### src/rtl/reset_pkg.sv
// Shared definitions for the reset sequencer slice.
//   state_t     : sequencer FSM states, in release order
//   CAUSE_*     : bit positions inside the one-hot rst_cause vector
package reset_pkg;

    typedef enum logic [1:0] {
        ASSERT   = 2'd0,
        MEM_WAIT = 2'd1,
        PER_REL  = 2'd2,
        RUN      = 2'd3
    } state_t;

    localparam int CAUSE_BTN  = 0;
    localparam int CAUSE_SW   = 1;
    localparam int CAUSE_WDOG = 2;

endpackage

### src/rtl/reset_sequencer_if.sv
// Bundle of reset request inputs and staged reset outputs around the
// reset sequencer.
//   btn_rst_n     : asynchronous active-low push-button
//   sw_rst_req    : one-cycle software reset pulse
//   wdog_exp      : one-cycle watchdog expiry pulse
//   mem_init_done : memory controller finished calibration/clear
//   rst_mem/per/cpu : staged active-high resets
//   rst_cause     : one-hot cause of last reset (000 = power-on)
//   mem_timeout   : last sequence gave up waiting for memory
//   seq_busy      : any reset output still asserted
// slave is the sequencer side, master is the board/bench side.
interface reset_sequencer_if;

    logic       btn_rst_n;
    logic       sw_rst_req;
    logic       wdog_exp;
    logic       mem_init_done;
    logic       rst_mem;
    logic       rst_per;
    logic       rst_cpu;
    logic [2:0] rst_cause;
    logic       mem_timeout;
    logic       seq_busy;

    modport slave (
        input  btn_rst_n, sw_rst_req, wdog_exp, mem_init_done,
        output rst_mem, rst_per, rst_cpu, rst_cause, mem_timeout, seq_busy
    );

    modport master (
        output btn_rst_n, sw_rst_req, wdog_exp, mem_init_done,
        input  rst_mem, rst_per, rst_cpu, rst_cause, mem_timeout, seq_busy
    );

endinterface

### src/rtl/reset_debounce.sv
// Push-button conditioner: synchronizes the asynchronous active-low button
// into clk_100 and produces a single-cycle fire pulse once it has been held
// low for DEB_CYCLES consecutive cycles.
//   clk_100   : system clock
//   rst_100   : synchronous active-high reset
//   btn_rst_n : raw asynchronous button, active low
//   fire      : one-cycle request pulse, once per press
module reset_debounce #(
    parameter int SYNC_STAGES = 2,
    parameter int DEB_CYCLES  = 1024
) (
    input  logic clk_100,
    input  logic rst_100,
    input  logic btn_rst_n,
    output logic fire
);

    localparam int DEB_W = $clog2(DEB_CYCLES) + 1;

    logic [SYNC_STAGES-1:0] sync_q;
    logic [DEB_W-1:0]       deb_cnt;
    logic                   btn_sync;

    // Synchronizer chain; flops reset to 1 so a released button is assumed.
    always_ff @(posedge clk_100) begin
        if (rst_100) begin
            sync_q <= '1;
        end else begin
            sync_q <= {sync_q[SYNC_STAGES-2:0], btn_rst_n};
        end
    end

    assign btn_sync = sync_q[SYNC_STAGES-1];

    // The counter saturates at DEB_CYCLES, so the compare against
    // DEB_CYCLES-1 can only be true once per press; releasing clears it.
    always_ff @(posedge clk_100) begin
        if (rst_100) begin
            deb_cnt <= '0;
            fire    <= 1'b0;
        end else begin
            fire <= !btn_sync && (deb_cnt == DEB_W'(DEB_CYCLES - 1));
            if (btn_sync) begin
                deb_cnt <= '0;
            end else if (deb_cnt != DEB_W'(DEB_CYCLES)) begin
                deb_cnt <= deb_cnt + 1'b1;
            end
        end
    end

endmodule

### src/rtl/reset_sequencer.sv
// Staged reset generator for all clk_100 logic. Releases memory controller,
// peripherals and CPU core in that order after any reset source, and records
// the cause and any memory-calibration timeout for firmware.
//   clk_100 : system clock, 100 MHz
//   rst_100 : synchronous active-high power-on reset
//   bus     : request inputs and staged reset outputs (slave side)
module reset_sequencer
    import reset_pkg::*;
#(
    parameter int SYNC_STAGES    = 2,
    parameter int DEB_CYCLES     = 1024,
    parameter int STRETCH_CYCLES = 64,
    parameter int MEM_TIMEOUT    = 65535,
    parameter int CPU_DELAY      = 16
) (
    input  logic               clk_100,
    input  logic               rst_100,
    reset_sequencer_if.slave   bus
);

    localparam int STRETCH_W = $clog2(STRETCH_CYCLES) + 1;
    localparam int TMO_W     = $clog2(MEM_TIMEOUT) + 1;
    localparam int DLY_W     = $clog2(CPU_DELAY) + 1;

    state_t               state;
    state_t               next_state;
    logic [STRETCH_W-1:0] stretch_cnt;
    logic [TMO_W-1:0]     tmo_cnt;
    logic [DLY_W-1:0]     dly_cnt;
    logic                 btn_fire;
    logic                 req;
    logic [2:0]           req_cause;
    logic                 stretch_done;
    logic                 tmo_hit;
    logic                 dly_done;
    logic                 mem_next, per_next, cpu_next;
    logic                 mem_q, per_q, cpu_q, busy_q;
    logic [2:0]           cause_q;
    logic                 timeout_q;

    reset_debounce #(
        .SYNC_STAGES (SYNC_STAGES),
        .DEB_CYCLES  (DEB_CYCLES)
    ) u_debounce (
        .clk_100   (clk_100),
        .rst_100   (rst_100),
        .btn_rst_n (bus.btn_rst_n),
        .fire      (btn_fire)
    );

    always_comb begin
        req_cause             = 3'b000;
        req_cause[CAUSE_BTN]  = btn_fire;
        req_cause[CAUSE_SW]   = bus.sw_rst_req;
        req_cause[CAUSE_WDOG] = bus.wdog_exp;
    end

    assign req          = |req_cause;
    assign stretch_done = (stretch_cnt == STRETCH_W'(STRETCH_CYCLES - 1));
    assign tmo_hit      = (tmo_cnt == TMO_W'(MEM_TIMEOUT - 1));
    assign dly_done     = (dly_cnt == DLY_W'(CPU_DELAY - 1));

    // Next-state decode; a request overrides every other transition.
    always_comb begin
        next_state = state;
        if (req) begin
            next_state = ASSERT;
        end else begin
            case (state)
                ASSERT:   if (stretch_done) next_state = MEM_WAIT;
                MEM_WAIT: if (bus.mem_init_done || tmo_hit) next_state = PER_REL;
                PER_REL:  if (dly_done) next_state = RUN;
                RUN:      next_state = RUN;
                default:  next_state = ASSERT;
            endcase
        end
    end

    // Reset levels are decoded from the next state and then registered, so
    // the pins are plain flops and release order follows the state order.
    always_comb begin
        mem_next = (next_state == ASSERT);
        per_next = (next_state == ASSERT) || (next_state == MEM_WAIT);
        cpu_next = (next_state != RUN);
    end

    // State, output flops, counters and firmware status. Every entry into
    // ASSERT clears all counters, so each counter only needs to saturate.
    always_ff @(posedge clk_100) begin
        if (rst_100) begin
            state       <= ASSERT;
            mem_q       <= 1'b1;
            per_q       <= 1'b1;
            cpu_q       <= 1'b1;
            busy_q      <= 1'b1;
            cause_q     <= 3'b000;
            timeout_q   <= 1'b0;
            stretch_cnt <= '0;
            tmo_cnt     <= '0;
            dly_cnt     <= '0;
        end else begin
            state  <= next_state;
            mem_q  <= mem_next;
            per_q  <= per_next;
            cpu_q  <= cpu_next;
            busy_q <= cpu_next;
            if (req) begin
                cause_q     <= req_cause;
                timeout_q   <= 1'b0;
                stretch_cnt <= '0;
                tmo_cnt     <= '0;
                dly_cnt     <= '0;
            end else begin
                if (state == ASSERT && !stretch_done) begin
                    stretch_cnt <= stretch_cnt + 1'b1;
                end
                if (state == MEM_WAIT && !bus.mem_init_done) begin
                    if (tmo_hit) begin
                        timeout_q <= 1'b1;
                    end else begin
                        tmo_cnt <= tmo_cnt + 1'b1;
                    end
                end
                if (state == PER_REL && !dly_done) begin
                    dly_cnt <= dly_cnt + 1'b1;
                end
            end
        end
    end

    assign bus.rst_mem     = mem_q;
    assign bus.rst_per     = per_q;
    assign bus.rst_cpu     = cpu_q;
    assign bus.seq_busy    = busy_q;
    assign bus.rst_cause   = cause_q;
    assign bus.mem_timeout = timeout_q;

endmodule
### src/flat_wrapper.sv
// flat-port wrapper written by rule: the top's interface ports become plain ports
module reset_sequencer_flat import reset_pkg::*;
#(
    parameter int SYNC_STAGES    = 2,
    parameter int DEB_CYCLES     = 1024,
    parameter int STRETCH_CYCLES = 64,
    parameter int MEM_TIMEOUT    = 65535,
    parameter int CPU_DELAY      = 16
)
  (clk_100, rst_100, bus_btn_rst_n, bus_sw_rst_req, bus_wdog_exp, bus_mem_init_done, bus_rst_mem, bus_rst_per, bus_rst_cpu, bus_rst_cause, bus_mem_timeout, bus_seq_busy);
  reset_sequencer_if bus_i ();
  input  logic clk_100;
  input  logic rst_100;
  input wire logic [$bits(bus_i.btn_rst_n)-1:0] bus_btn_rst_n;
  input wire logic [$bits(bus_i.sw_rst_req)-1:0] bus_sw_rst_req;
  input wire logic [$bits(bus_i.wdog_exp)-1:0] bus_wdog_exp;
  input wire logic [$bits(bus_i.mem_init_done)-1:0] bus_mem_init_done;
  output wire logic [$bits(bus_i.rst_mem)-1:0] bus_rst_mem;
  output wire logic [$bits(bus_i.rst_per)-1:0] bus_rst_per;
  output wire logic [$bits(bus_i.rst_cpu)-1:0] bus_rst_cpu;
  output wire logic [$bits(bus_i.rst_cause)-1:0] bus_rst_cause;
  output wire logic [$bits(bus_i.mem_timeout)-1:0] bus_mem_timeout;
  output wire logic [$bits(bus_i.seq_busy)-1:0] bus_seq_busy;
  assign bus_i.btn_rst_n = bus_btn_rst_n;
  assign bus_i.sw_rst_req = bus_sw_rst_req;
  assign bus_i.wdog_exp = bus_wdog_exp;
  assign bus_i.mem_init_done = bus_mem_init_done;
  assign bus_rst_mem = bus_i.rst_mem;
  assign bus_rst_per = bus_i.rst_per;
  assign bus_rst_cpu = bus_i.rst_cpu;
  assign bus_rst_cause = bus_i.rst_cause;
  assign bus_mem_timeout = bus_i.mem_timeout;
  assign bus_seq_busy = bus_i.seq_busy;
  reset_sequencer #(.SYNC_STAGES(SYNC_STAGES), .DEB_CYCLES(DEB_CYCLES), .STRETCH_CYCLES(STRETCH_CYCLES), .MEM_TIMEOUT(MEM_TIMEOUT), .CPU_DELAY(CPU_DELAY)) u_core (.clk_100(clk_100), .rst_100(rst_100), .bus(bus_i));
endmodule
### config.mk
export PLATFORM = sky130hd
export DESIGN_NAME = reset_sequencer_flat
export DESIGN_NICKNAME = d
export VERILOG_FILES = /design/src/rtl/reset_pkg.sv /design/src/rtl/reset_sequencer_if.sv /design/src/rtl/reset_debounce.sv /design/src/rtl/reset_sequencer.sv /design/src/flat_wrapper.sv
export SDC_FILE = /design/constraint.sdc
export NUM_CORES = 1
export LEC_CHECK = 0
export ABC_CLOCK_PERIOD_IN_PS = 3100
export BUFFER_PORTS_ARGS = -buffer_cell sky130_fd_sc_hd__buf_2
export CORE_MARGIN = 5
export CORE_UTILIZATION = 35
export CTS_CLUSTER_SIZE = 12
export DETAILED_ROUTE_END_ITERATION = 12
export SLEW_MARGIN = 20
export SYNTH_ARGS = -nofsm -noshare
export SYNTH_HDL_FRONTEND = slang
export SYNTH_SLANG_ARGS = --single-unit
### constraint.sdc
create_clock -name clk_100 -period 3.1 [get_ports clk_100]
set_clock_uncertainty 0.05 [all_clocks]
set_input_delay 0.31 -clock clk_100 [delete_from_list [all_inputs] [get_ports clk_100]]
set_output_delay 0.31 -clock clk_100 [all_outputs]
set_load 0.005 [all_outputs]
# Word-level counts from Yosys, hierarchy flattened
# Cells that the tools add are included.
# word_totals
inputBits	6
reg_bits	52
out_inout_bits	8
wordCells	49
# op_classes
bitwise_logic	1
mux	5
n_eq_ne	10
n_reduce_logical	17
add_sub_neg	4
# ops
op	n
adder 17 x 1 -> 17 bit (second input constant)	1
equality test 17 x 16 -> 1 bit (second input constant)	1
adder 11 x 1 -> 11 bit (second input constant)	1
equality test 11 x 10 -> 1 bit (second input constant)	1
!= test 11 bit (second input constant)	1
two-way mux 2 bit	4
one-hot mux 2 bit (4 select lines)	1
adder 7 x 1 -> 7 bit (second input constant)	1
equality test 7 x 6 -> 1 bit (second input constant)	1
adder 5 x 1 -> 5 bit (second input constant)	1
equality test 5 x 4 -> 1 bit (second input constant)	1
equality test 2 x 1 -> 1 bit (second input constant)	2
equality test 2 bit (second input constant)	2
logical AND 1 bit	4
zero test 1 bit	4
zero test 2 bit	2
AND reduction 2 bit	2
OR reduction 4 bit	1
OR reduction 3 bit	1
logical OR 1 bit	2
!= test 2 bit (second input constant)	1
OR reduction 2 bit	1
NOT 1 bit	1

# Depth between registers and ports, before layout
# depth
depth_word	7
mapped_depth	8
mapped_depth_nobuf	7

# Modules after synthesis
# A second synthesis with hierarchy kept.
# hier_totals
cells_unflattened	270
hier_area_um2	2366.0
# by_module_without_submodules
module	area_per_inst_um2	cells_each	n_inst	seq_area_each_um2
reset_sequencer	1720.4	199	1	760.7
reset_debounce	645.6	71	1	280.3

# Least setup slack after synthesis
# OpenSTA, ideal clock, no wires.
# synth_timing
path_type	register to register
startpoint	register u_core.dly_cnt[0]
endpoint	register u_core.dly_cnt[3]
stages_incl_launch_ff	8
synth_period_minus_slack_ns	1.750
t_arrival_ns	1.573
setup_slack_ns	1.350
t_required_ns	2.922
path_buffers	0
setup_ns	0.128
cell_sequence	dfxtp_1 > ha_1 > and3_1 > ha_1 > nor3b_2 > nand4_1 > xor2_1 > nor2_1
# synth_via
elab_chain_len	3
word_cells_on_any_way	4
cone_classes	1 x add/sub; 1 x eq/ne; 2 x reduce/logical
# synth_lines
element	line	rtl
from (decl)	reset_sequencer.sv:29	logic [DLY_W-1:0] dly_cnt;
from (signal assigned)	reset_sequencer.sv:125	dly_cnt <= dly_cnt + 1'b1;
parallel branches: the longest is 3 deep, another holds adder 5 x 1 -> 5 bit	--	
# Several ways; the timed one is not identified.
# A chain may end at the register's enable or synchronous reset.

# Worst setup path after layout
# layout_timing
startpoint	register u_core.tmo_cnt[0]
endpoint	register u_core.per_q, in the netlist u_core.bus.rst_per
# layout_via
elab_chain_len	7
word_cells_on_any_way	8
cone_classes	2 x eq/ne; 3 x mux; 3 x reduce/logical
# layout_lines
element	line	rtl
from (decl)	reset_sequencer.sv:28	logic [TMO_W-1:0] tmo_cnt;
from (signal assigned)	reset_sequencer.sv:121	tmo_cnt <= tmo_cnt + 1'b1;
equality test 17 x 16 -> 1 bit *	reset_sequencer.sv:60	assign tmo_hit = (tmo_cnt == TMO_W'(MEM_TIMEOUT - 1));
logical OR 1 bit *	reset_sequencer.sv:71	MEM_WAIT: if (bus.mem_init_done || tmo_hit) next_state = PER_REL;
two-way mux 2 bit *	reset_sequencer.sv:71	
one-hot mux 2 bit (4 select lines) *	reset_sequencer.sv:69	case (state)
two-way mux 2 bit *	reset_sequencer.sv:66	if (req) begin
equality test 2 x 1 -> 1 bit / zero test 2 bit (equally long branches)	reset_sequencer.sv:83	per_next = (next_state == ASSERT) || (next_state == MEM_WAIT);
logical OR 1 bit *	reset_sequencer.sv:83	
to (signal assigned)	reset_sequencer.sv:104	per_q <= per_next;
to (decl)	reset_sequencer.sv:37	logic mem_q, per_q, cpu_q, busy_q;
# Every way passes the cells marked *; elsewhere a longest branch is shown, timed or not.

==> qor.csv <==
metric,value,unit
run_status,"finished, final reports clean",
arrival,2.37,ns
crit_path_max_fanout,26,
netlist_instances,278,
die_y,93.69,um
max_freq,449.4,MHz
critPathSlowestCell,and4_1,
drtIter0Drc,104,
syn_to_final_growth,9.852,%
wl_per_cell,11.59,um
crit_required,3.24,ns
syn-cell-area,2451,um2
firstDrtPassIters,4,
drv_slew,0,
hold_depth,2,
yosys.area_share.simple,27.92,%
synth_fa_ha_area_share,3.573,%
synth_ff_type,dfxtp_1,
grt_setup_unrepaired,false,
insertion_delay,0.30,ns
synth_cell_types,46,
cp-start-kind,flip-flop,
fin_tns_setup,0,ns
synth_mux_area_share,3.675,%
synth-compound-area-share,13.53,%
sw_frac_of_total,20.12,%
cpPeakStageDelay,0.74,ns
critical_path.endpoint_type,flip-flop,
place_congestion,0.7620,
yosys_register_bits,52,
grt_usage,10.86,%
clock_power_share,39.3,%
antenna_cells,0,
min_to,u_core.u_debounce.sync_q[0],
core,6794,um2
ios,14,
reg2reg_slack,0.88,ns
clkTransAtPathRegs,0.10,ns
overflow,0,
p_total,0.001153,W
fp.dieW,93.69,um
cts_setup_buffers,0,
dpl_worst_slack,0.9137,ns
utilization,39.63,%
synth_fp_nets,291,
synth_edf_count,0,
clkSinkCount,52,
yosysSeqAreaShare,42.47,%
antenna_found_initial,0,
drive_above_1_share,11.72,%
worstHoldPathType,input port to flip-flop,
wl,4473,um
htreeDepth,2,
ys_warn_count,0,
p_switching,0.0002320,W
final_hold_viol_count,0,
final_nets,302,
timing.hold.ws,0.1468,ns
start_util,36.08,%
io_buffers,13,
synth_xor_area_share,4.645,%
worst_slew_pin_slew,0.7946,ns
numCtsBuffers,5,
synth_top_family_by_area,simple AND/OR/NAND/NOR gates,
slew_headroom,47.03,%
cap_violations,0,
regToRegEndpoint,u_core.bus.rst_per,
crit_path_cell_trace,inv_1 > ha_1 > nor2b_1 > and4_1 > a21boi_1 > or3_1,
first_global_vias,1778,
rr_worst_depth,6,
r2r_start,u_core.tmo_cnt[0],
min_from,bus_btn_rst_n,
die-area,8777,um2
grt_pass1_wl,7872,um
min_period,2.225,ns
async_reset_ff_share,0,%
dp_hpwl,3078,um
post-route-drc-count,0,
clk_path_buf_depth,2,
grt_max_degree,27,
vias_per_cell,4.940,
final.setup.worst_slack,0.8750,ns
holdBufCountCts,0,
power_leakage,0.8820,nW
final_cell_mix,"dfxtp_1 (52), nand2_1 (33), nor2_1 (28)",
ir_drop,0.0001524,V
antenna_left,0,
ctsRootBufferMaster,clkbuf_8,
pwr-share-comb,2.3,%
crit_type,flip-flop to flip-flop,
syn_area_per_cell,8.817,um2
internal-power,0.0009214,W
p_per_area,428.4,nW/um2
seqPwrFrac,58.4,%
final_common_cell,dfxtp_1,
vias,1907,
setup_viol,0,
cts_resized,0,
num_rows,30,
cts_tree,built,
fin_crit_sh,71.77,%
final cells by class:
type,count,area (um2)
clock buffers,6,72.57
repair buffers,15,80.08
multi-input cells,207,1314
well taps,96,120.1
flip-flops and latches,52,1041
inverters,8,30.03
clock inverters,2,35.03
fillers,690,4101
cells by family (layout without fill, tap and decap cells):
group,count (synthesis),count (layout)
XOR/XNOR,13,13
buffers and inverters,19,31
multiplexers,9,9
flip-flops,52,52
AND/OR/NAND/NOR,125,125
adder cells (fa/ha/maj),7,7
AO/OA/AOI/OAI,53,53
power by group through the flow:
stage	Sequential, W	Combinational, W	Clock, W
finish	0.000673	0.0000270	0.000453
global route	0.000674	0.0000310	0.000501
CTS	0.000673	0.0000277	0.000473
detailed placement	0.000689	0.0000276	0
global placement	0.000689	0.0000275	0
floorplan	0.000689	0.0000151	0
synthesized netlist by cell type (5+ instances only):
cell,count,area [um2]
nand2_1,33,123.9
nor4_1,5,31.28
mux2i_1,9,90.09
a211oi_1,6,45.04
xor2_1,8,70.07
o21ai_0,7,35.03
inv_1,8,30.03
dfxtp_1,52,1041
ha_1,7,87.58
xnor2_1,5,43.79
a21oi_1,21,105.1
nand2b_1,6,37.54
nor2_1,28,105.1
nand3_1,10,50.05
o31ai_1,5,37.54
or3_1,6,37.54
nand4_1,5,31.28
critical path, delay by kind of cell (launching register included):
family | cells | cell delay (ns)
AO/OA/AOI/OAI | 1 | 0.23
flip-flops | 1 | 0.35
adder cells (fa/ha/maj) | 1 | 0.13
AND/OR/NAND/NOR | 3 | 1.27
buffers and inverters | 1 | 0.08
how the worst max path moves through the flow:
stage	start	end	cells after the start
floorplan	u_core.dly_cnt[0]	u_core.dly_cnt[3]	7
global placement	u_core.tmo_cnt[0]	u_core.bus.rst_per	6
detailed placement	u_core.tmo_cnt[0]	u_core.bus.rst_per	6
CTS	u_core.tmo_cnt[0]	u_core.bus.rst_per	6
global route	u_core.tmo_cnt[0]	u_core.bus.rst_per	6
finish	u_core.tmo_cnt[0]	u_core.bus.rst_per	6
sequential cells by signal, indices dropped and copies added (netlist names):
| register | count |
|---|---|
| u_core.tmo_cnt | 17 |
| u_core.u_debounce.deb_cnt | 11 |
| u_core.stretch_cnt | 7 |
| u_core.dly_cnt | 5 |
| u_core.bus.rst_cause | 3 |
| u_core.state | 2 |
| u_core.u_debounce.sync_q | 2 |
| u_core.bus.mem_timeout | 1 |
| u_core.bus.rst_cpu | 1 |
| u_core.bus.rst_mem | 1 |
| u_core.bus.rst_per | 1 |
| u_core.u_debounce.fire | 1 |
stage by stage:
stage	cells	cell area, um2
6_report	386	2693
4_1_cts	386	2693
3_3_place_gp	378	2585
2_1_floorplan	278	2451
5_1_grt	386	2693
3_5_place_dp	378	2585
metal layers:
layer	track usage, %	wire (um)	vias to the layer above
met4	3.490	32	0
met2	17.68	1996	21
li1	-	-	1010
met3	2.484	141	2
met5	0	0	-
met1	14.18	2303	874
Note: power is estimated with default switching activity, not from simulation.
